[config.mk]
export PLATFORM = sky130hd
export DESIGN_NAME = screen_controller
export DESIGN_NICKNAME = d
export VERILOG_FILES = /design/src/rtl/screen_controller.sv
export SDC_FILE = /design/constraint.sdc
export NUM_CORES = 1
export LEC_CHECK = 0
export BUFFER_PORTS_ARGS = -buffer_cell sky130_fd_sc_hd__buf_4
export CAP_MARGIN = 20
export CORE_MARGIN = 5
export CORE_UTILIZATION = 46
export CTS_CLUSTER_SIZE = 24
export DETAILED_ROUTE_END_ITERATION = 10
export GPL_TIMING_DRIVEN = 0
export PLACE_DENSITY = 0.78
export SYNTH_ARGS = -nofsm -noshare
export SYNTH_HDL_FRONTEND = slang
export SYNTH_SLANG_ARGS = --single-unit
[constraint.sdc]
create_clock -name clk -period 1.51 [get_ports clk]
set_input_delay 0.0755 -clock clk [delete_from_list [all_inputs] [get_ports clk]]
set_output_delay 0.0755 -clock clk [all_outputs]
set_load 0.05 [all_outputs]
[src/rtl/screen_controller.sv]
// Game-flow sequencer: START -> PLAY -> GAME_OVER. Selects the VGA source and issues the new-game pulse.
// Optional best-score tracking is enabled by defining HIGH_SCORE_EN.
module screen_controller #(
    parameter int HOLD_FRAMES = 60,
    parameter int CNT_W       = 8
) (
    input  logic       clk,
    input  logic       resetN,
    input  logic       startOfFrame,
    input  logic       key5IsPressed,
    input  logic [3:0] life,
    input  logic [3:0] score,
    input  logic [7:0] RGB_screen_main,
    input  logic [7:0] RGB_screen_start,
    input  logic [7:0] RGB_screen_end,
    output logic [7:0] RGB_out,
    output logic       start,
    output logic       game_over,
    output logic [3:0] final_score,
    output logic [3:0] high_score
);

    typedef enum logic [1:0] {
        ST_START     = 2'b00,
        ST_PLAY      = 2'b01,
        ST_GAME_OVER = 2'b10
    } state_t;

    localparam logic [CNT_W-1:0] HOLD_CNT = CNT_W'(HOLD_FRAMES);

    state_t           state_q, state_d;
    logic             key_dly_q, key_dly_d;
    logic             armed_q, armed_d;
    logic [CNT_W-1:0] frame_cnt_q, frame_cnt_d;
    logic [3:0]       final_score_q, final_score_d;
    logic             start_q, start_d;
    logic             game_over_q, game_over_d;
    logic [7:0]       rgb_out_q, rgb_out_d;
    logic             key_rise;

    assign key_rise = key5IsPressed & ~key_dly_q;

    always_comb begin
        state_d       = state_q;
        key_dly_d     = key5IsPressed;
        armed_d       = armed_q;
        frame_cnt_d   = frame_cnt_q;
        final_score_d = final_score_q;
        start_d       = 1'b0;

        case (state_q)
            ST_START: begin
                if (key_rise) begin
                    state_d = ST_PLAY;
                    start_d = 1'b1;
                    armed_d = 1'b0;
                end
            end
            ST_PLAY: begin
                // armed blocks a stale life==0 left over from the previous game
                if (life != 4'd0) begin
                    armed_d = 1'b1;
                end
                if (startOfFrame && armed_q && (life == 4'd0)) begin
                    state_d       = ST_GAME_OVER;
                    final_score_d = score;
                    frame_cnt_d   = '0;
                end
            end
            ST_GAME_OVER: begin
                if (startOfFrame && (frame_cnt_q < HOLD_CNT)) begin
                    frame_cnt_d = frame_cnt_q + CNT_W'(1);
                end
                if (key_rise && (frame_cnt_q == HOLD_CNT)) begin
                    state_d = ST_START;
                end
            end
            default: begin
                state_d = ST_START;
            end
        endcase

        game_over_d = (state_d == ST_GAME_OVER);
    end

    // Pixel source follows the registered state, so it switches one clock after a transition
    always_comb begin
        rgb_out_d = 8'd0;
        case (state_q)
            ST_START:     rgb_out_d = RGB_screen_start;
            ST_PLAY:      rgb_out_d = RGB_screen_main;
            ST_GAME_OVER: rgb_out_d = RGB_screen_end;
            default:      rgb_out_d = 8'd0;
        endcase
    end

    always_ff @(posedge clk or negedge resetN) begin
        if (!resetN) begin
            state_q       <= ST_START;
            key_dly_q     <= 1'b0;
            armed_q       <= 1'b0;
            frame_cnt_q   <= '0;
            final_score_q <= 4'd0;
            start_q       <= 1'b0;
            game_over_q   <= 1'b0;
            rgb_out_q     <= 8'd0;
        end else begin
            state_q       <= state_d;
            key_dly_q     <= key_dly_d;
            armed_q       <= armed_d;
            frame_cnt_q   <= frame_cnt_d;
            final_score_q <= final_score_d;
            start_q       <= start_d;
            game_over_q   <= game_over_d;
            rgb_out_q     <= rgb_out_d;
        end
    end

    assign RGB_out     = rgb_out_q;
    assign start       = start_q;
    assign game_over   = game_over_q;
    assign final_score = final_score_q;

`ifdef HIGH_SCORE_EN
    logic [3:0] high_score_q, high_score_d;

    // Updated only on the PLAY -> GAME_OVER transition; a tie keeps the old best
    always_comb begin
        high_score_d = high_score_q;
        if ((state_q == ST_PLAY) && (state_d == ST_GAME_OVER) && (score > high_score_q)) begin
            high_score_d = score;
        end
    end

    always_ff @(posedge clk or negedge resetN) begin
        if (!resetN) begin
            high_score_q <= 4'd0;
        end else begin
            high_score_q <= high_score_d;
        end
    end

    assign high_score = high_score_q;
`else
    assign high_score = 4'd0;
`endif

endmodule

After elaboration in Yosys (flattened, before gate mapping)
Index checks and enable logic that the tools add are counted.
- bits in registers: 26
- bits of input ports: 36
- output and inout port bits: 18
- word-level logic and storage cells: 45
- add/sub/neg operators: 1
- magnitude comparators: 1
- equal/unequal tests: 8
- multiplexer cells: 13
- bitwise gates (word level): 2
- reduce and logical (&&, ||, !) cells: 12
- operator list (kind ; number):
    one-hot mux 8 bit (3 select lines) ; 1
    2-to-1 mux 8 bit ; 2
    one-hot mux 8 bit (2 select lines) ; 1
    adder 8 x 1 -> 8 bit, second input constant ; 1
    equality test 8 x 6 -> 1 bit, second input constant ; 1
    less-than comparator 8 x 6 -> 1 bit, second input constant ; 1
    inequality test 2 bit, second input constant ; 4
    2-to-1 mux 2 bit ; 3
    one-hot mux 2 bit (3 select lines) ; 1
    AND reduction 3 bit ; 2
    equality test 2 bit, second input constant ; 2
    logical AND 1 bit ; 4
    zero test 4 bit ; 1
    2-to-1 mux 1 bit ; 4
    nonzero test 2 bit ; 2
    nonzero test 4 bit ; 1
    equality test 2 x 1 -> 1 bit, second input constant ; 1
    zero test 2 bit ; 1
    one-hot mux 1 bit (2 select lines) ; 1
    AND reduction 2 bit ; 1
    bitwise AND 1 bit ; 1
    NOT 1 bit ; 1

Logic depth before layout (Yosys ltp)
Gate-level depths: netlist (run 1).
- word-level depth: 6
- depth in mapped cells: 5

Worst setup path before layout (run 1)
No wires, ideal clock.
- path type: flip-flop to flip-flop
- from: register state_q[1]
- to: register armed_q
- arrival: 1.050 ns
- data required time: 1.393 ns
- setup slack: 0.343 ns
- stages on the path, launching flop included: 5
- buffers on the path: 1
- period minus slack after synthesis: 1.167 ns
- cells stage by stage: dfrtp_1 > buf_2 > or3_1 > nand2_1 > nand2_1
- cells in the longest elaborated chain, start to end: 3
- ends and longest elaborated chain (element ; RTL line ; RTL):
    start: declaration ; 31 ; state_t state_q, state_d;
    start signal: assignment ; 108 ; state_q <= state_d;
    equality test 2 x 1 -> 1 bit / zero test 2 bit (equally long branches) ; 51 ; case (state_q)
    inequality test 2 bit (no line) / nonzero test 2 bit (equally long branches) ; n/a ;
    AND reduction 3 bit (no line) ; n/a ;
    end signal: assignment ; 110 ; armed_q <= armed_d;
    end: declaration ; 33 ; logic armed_q, armed_d;
Parallel ways exist; a longest one is shown, timed or not.
A chain may end at the register's enable or synchronous reset.

Final worst setup path (run 1)
- from: register frame_cnt_q[0]
- to: register state_q[1]
- cells in the longest elaborated chain, start to end: 4
- ends and longest elaborated chain (element ; RTL line ; RTL):
    start: declaration ; 34 ; logic [CNT_W-1:0] frame_cnt_q, frame_cnt_d;
    start signal: assignment ; 111 ; frame_cnt_q <= frame_cnt_d;
    equality test 8 x 6 -> 1 bit ; 74 ; if (key_rise && (frame_cnt_q == HOLD_CNT)) begin
    logical AND 1 bit ; 74 ;
    2-to-1 mux 2 bit ; 74 ;
    one-hot mux 2 bit (3 select lines) ; 51 ;
    via state_d[1] ; 31 ;
The timed path passes the listed nets, and every way through them passes these cells.

==> flow_summary.json, run 1 <==
{
  "status": "complete, no violations",
  "synth.cell_area_sq_um": 1200,
  "drv_cap": 0,
  "rsz0062_at_grt": "false",
  "mostFrequentLayoutCells": "buf_4 (54), nand2_1 (29), dfrtp_1 (26)",
  "placed_area_sq_um": 1620,
  "grt_pass1_wl_um": 4990,
  "layout_commonest_cell": "buf_4",
  "synth_seq_cells": 26,
  "finalInstanceArea_sq_um": 1780,
  "dp_hpwl_um": 2200,
  "hp-class": "in -> reg",
  "die_area_sq_um": 3730,
  "grt.overflow.total": 0,
  "power_per_cell_area_nw_per_um2": 1380,
  "setup_viol_count_final": 0,
  "ys_types": 27,
  "fmax_ghz": 0.751,
  "syn-instance-count": 120,
  "core.rowCount": 18,
  "ant_nets": 0,
  "synthTopCellsByArea": "dfrtp_1 (54%), nand2_1 (9.1%), mux2i_1 (7.5%)",
  "die_w_um": 61.0,
  "drc": 0,
  "core_sq_um": 2480,
  "postCtsHoldBufs": 14,
  "placed_cells": 202,
  "fin_crit_ps": 1330,
  "clkTransAtPathRegs_ps": 140,
  "yosys.area.top_type_share_pct": 54.3,
  "syn_avg_cell_area_sq_um": 9.99,
  "h-tree-depth": 1,
  "wire_per_inst_um": 13.8,
  "fillerInstances": 187,
  "finalHoldViolations": 0,
  "syn_to_final_growth_pct": 48.5,
  "total_power_uw": 2450,
  "worstSetupPathType": "reg -> reg",
  "worstPathRequired_ps": 1700,
  "crit_path_max_fanout": 5,
  "die_h_um": 61.0,
  "end_kind": "flip-flop",
  "num_io_pins": 54,
  "slew_violations": 0,
  "cts-root-buf": "clkbuf_4",
  "ctsResizeCount": 0,
  "drive_gt1_share_pct": 33.3,
  "antenna_found_initial": 0,
  "peakVddDrop_mv": 0.980,
  "timing.final.crit_share_pct": 88.2,
  "critical_path_arrival_ps": 1520,
  "cts_buffers": 3,
  "grtUsageTotal_pct": 18.1,
  "post_cts_buffers": 0,
  "cts_buffer_depth": 2,
  "seq_area_sq_um": 651,
  "seq_area_frac_synth_pct": 54.3,
  "port_buffers": 49,
  "wl_um": 3030,
  "tns_ps": 0,
  "via_count": 1063,
  "floorplan.initialDensity_pct": 48.4,
  "cts_tree": "yes",
  "grt_max_degree": 27,
  "firstDrtPassIters": 4,
  "first_global_vias": 1138,
  "avgViaCountPerCell": 4.83,
  "layout.cells.non_filler": 220,
  "cts_num_sinks": 26,
  "clock_skew_ps": 9.85,
  "clock_latency_ps": 320,
  "drt_iter0_drc": 50,
  "cp-start-kind": "flip-flop",
  "finalWeightedCongestion": 0.726,
  "yosysTopAreaCell": "dfrtp_1",
  "nets": 229,
  "multi_input_area_sq_um": 493,
  "p_leak_uw": 0.000899,
  "yosysWarnings": 0
}
==> cell type report <==
cell class	instances	share of cell area [%]
inverters	3	0.632
multi-input cells	85	27.7
well taps	30	2.11
plain buffers	9	3.09
diodes	1	0.141
clock buffers	3	1.26
flip-flops and latches	26	36.5
repair buffers	63	28.5
==> registers in the layout, summed over array words and instances, names as in the netlist <==
name / cells
RGB_out: 8
armed_q: 1
final_score: 4
frame_cnt_q: 8
game_over: 1
key_dly_q: 1
start: 1
state_q: 2
==> Yosys cell counts, drive strengths merged <==
| cell type | count |
|---|---|
| buf | 7 |
| nor4 | 1 |
| a21o | 1 |
| mux2i | 9 |
| and2 | 2 |
| and4 | 2 |
| a21oi | 2 |
| o21ai | 11 |
| nand2 | 29 |
| conb | 1 |
| nand3 | 6 |
| dfrtp | 26 |
| or2 | 1 |
| nand2b | 2 |
| or3 | 1 |
| o31ai | 1 |
| nor2 | 4 |
| o311ai | 1 |
| nand4 | 3 |
| nor2b | 2 |
| ha | 2 |
| clkbuf | 2 |
| inv | 3 |
| a22o | 1 |
==> where the power goes <==
| group | switching [uW] | internal, uW |
|---|---|---|
| registers | 79.0 | 866 |
| clock network | 206 | 93.6 |
| logic | 830 | 380 |
| total | 1110 | 1340 |
==> through the flow <==
| stage | hold WS [ps] | worst slack [ps] | util (%) |
|---|---|---|---|
| final | 45.3 | 179 | 71.9 |
| after global routing | 48.7 | 72.4 | 71.8 |
| after CTS | 33.3 | 211 | 71.8 |
| after detailed placement | 1.94 | 239 | 65.2 |
| after global placement | -3.06 | 265 | 65.2 |
| after floorplan | -220 | 343 | - |
==> cells by family after synthesis <==
kind of cell    Yosys count  share of synthesized area (%)
buf+inv                  12                           5.53
simple gates             53                           22.1
fa+ha+maj                 2                           2.09
compound gates           17                           8.14
other cells               1                          0.313
flops                    26                           54.3
mux                       9                           7.52
==> worst max-delay path, stage by stage (launching register included) <==
cell and delay, ps:
dfrtp_1 450, inv_1 80, ha_1 150, nand2_1 60
o31ai_1 310, o21ai_0 150
==> final timing paths <==
| path | start | to | slack, ps | cells past startpoint |
|---|---|---|---|---|
| worst min register to register | final_score[0] | final_score[0] | 500 | 2 |
| max in group asynchronous | resetN | frame_cnt_q[7] | 1080 | 2 |
| worst min-delay path | RGB_screen_end[6] | RGB_out[6] | 50 | 3 |
| worst max-delay path | frame_cnt_q[0] | state_q[1] | 180 | 5 |
| worst max register to register | frame_cnt_q[0] | state_q[1] | 180 | 5 |
| min in group asynchronous | resetN | frame_cnt_q[0] | 160 | 2 |
==> routing by layer <==
layer  vias to the layer above  part of all wire, %  GRT usage, %
li1                        534                    -             -
met2                        40                   52          33.2
met4                         0                 0.13          2.17
met5                         -                    0             0
met1                       487                   37          19.2
met3                         2                   11          9.01
Power figures use the tool's default switching activity.
==> run 2: changes to the inputs <==
Settings changed: CORE_ASPECT_RATIO from default to 2.
==> run 2 against run 1 <==
  * Sequential share of layout area is 0.89 points higher
  * Critical endpoint is now armed_q
  * Cell area shrank 2.4%
  * Cell count down 4.1%
  * Wire length down 4.5%
  * Clock power is 48% higher
  * Clock-buffer cell count rose by 1
  * Clock skew shrank 8.8 ps
  * Maximum frequency rose by 2.8%
  * Global-route usage fell by 1.5 points
==> flow_summary.json, run 2 (synthesis gave the netlist of run 1 again) <==
{
  "nets": 222,
  "status": "complete, no violations",
  "worstSetupPathType": "reg -> reg",
  "firstDrtPassIters": 4,
  "drv_cap": 0,
  "cp_slowest_cell": "dfrtp_1",
  "num_io_pins": 54,
  "wire_per_inst_um": 13.7,
  "finalHoldViolations": 0,
  "end_kind": "flip-flop",
  "dp_hpwl_um": 2310,
  "die_h_um": 82.2,
  "layout_commonest_cell": "buf_4",
  "die_area_sq_um": 3790,
  "crit_path_frequent_cell": "nand2_1",
  "core_sq_um": 2540,
  "grt.overflow.total": 0,
  "p_switching_uw": 1110,
  "cp_num_buf_inv": 1,
  "critical_path_arrival_ps": 1460,
  "die_w_um": 46.1,
  "tns_ps": 0,
  "fmax_ghz": 0.772,
  "placed_cells": 200,
  "cp_top_family": "simple AND/OR/NAND/NOR gates",
  "grt_pass1_wl_um": 4680,
  "power_per_cell_area_nw_per_um2": 1480,
  "postCtsHoldBufs": 6,
  "p_comb_share_pct": 45.9,
  "p_leak_uw": 0.000884,
  "drive_gt1_share_pct": 35.0,
  "setup_viol_count_final": 0,
  "cts_tree": "yes",
  "worstPathRequired_ps": 1680,
  "port_buffers": 49,
  "seq_power_share_pct": 36.9,
  "post_cts_buffers": 0,
  "mostFrequentLayoutCells": "buf_4 (54), nand2_1 (29), dfrtp_1 (26)",
  "wl_um": 2900,
  "switching_share_pct": 43.1,
  "cp-start-kind": "flip-flop",
  "fillerInstances": 203,
  "cts_buffers": 3,
  "drc": 0,
  "antenna_found_initial": 0,
  "grtUsageTotal_pct": 16.6,
  "peakVddDrop_mv": 0.980,
  "cts_num_sinks": 26,
  "drt_iter0_drc": 28,
  "hp-class": "in -> reg",
  "clock_skew_ps": 1.02,
  "floorplan.initialDensity_pct": 47.2,
  "finalWeightedCongestion": 0.874,
  "timing.final.crit_share_pct": 85.7,
  "clkTransAtPathRegs_ps": 80,
  "core.rowCount": 26,
  "rsz0062_at_grt": "false",
  "via_count": 1062,
  "h-tree-depth": 1,
  "power.internal_uw": 1470,
  "layout.cells.non_filler": 211,
  "syn_to_final_growth_pct": 45.0,
  "cp_slowest_stage_delay_ps": 420,
  "cts-root-buf": "clkbuf_8",
  "slew_violations": 0,
  "clkPwrFrac_pct": 17.1,
  "cts_buffer_depth": 2,
  "ant_nets": 0,
  "fin_crit_ps": 1290,
  "crit_path_max_fanout": 10,
  "grt_max_degree": 27,
  "cp_cell_sequence": "buf_2, or3_1, nand2_1, nand2_1",
  "ctsResizeCount": 0,
  "diodes": 0,
  "avgViaCountPerCell": 5.03,
  "first_global_vias": 1143,
  "clock_latency_ps": 270
}
run 2: final cells by class:
type | instances | area, sq um | share of cell area [%]
Clock buffer | 4 | 55.1 | 3.17
Buffer | 9 | 55.1 | 3.17
Sequential cell | 26 | 651 | 37.4
Timing Repair Buffer | 56 | 438 | 25.2
Multi-Input combinational cell | 85 | 493 | 28.4
Inverter | 3 | 11.3 | 0.648
Tap cell | 28 | 35.0 | 2.02
run 2: power by group through the flow:
stage / Clock, uW / Combinational, uW / Sequential [uW]
2_1_floorplan: 0 / 266 / 1460
3_3_place_gp: 0 / 1160 / 956
3_5_place_dp: 0 / 1180 / 962
4_1_cts: 459 / 1200 / 951
5_1_grt: 482 / 1260 / 973
6_report: 442 / 1180 / 952
run 2: path summary, 6_finish.rpt:
kind / startpoint / to / slack [ps] / cells past startpoint
max: state_q[1] / armed_q / 220 / 4
min: RGB_screen_main[2] / RGB_out[2] / 4 / 3
max reg2reg: state_q[1] / armed_q / 220 / 4
min reg2reg: final_score[2] / final_score[2] / 490 / 2
max in group asynchronous: resetN / final_score[0] / 1020 / 2
min in group asynchronous: resetN / game_over / 240 / 2
run 2: routing by layer:
layer  GRT usage [%]  vias up  part of all wire, %
met5               0        -                    0
met4            7.69        0                  1.4
met3            4.12        4                  7.7
met2            30.4       39                   55
met1            16.6      496                   36
li1                -      523                    -
run 2: per-stage QoR:
step                      instance area (sq um)  util, %  worst slack [ps]  hold slack (ps)  total power (uW)
after floorplan                            1210        -               343             -220              1730
after global placement                     1610     63.6               249            -5.78              2120
after detailed placement                   1610     63.6               233             2.09              2140
after CTS                                  1730     68.1               216            0.681              2610
after global routing                       1740     68.5              94.1             9.36              2720
final                                      1740     68.5               216             3.83              2580
run 2: worst min-delay path: stages:
cell	delay, ps
buf_4	80
nand2_1	30
o21ai_0	60
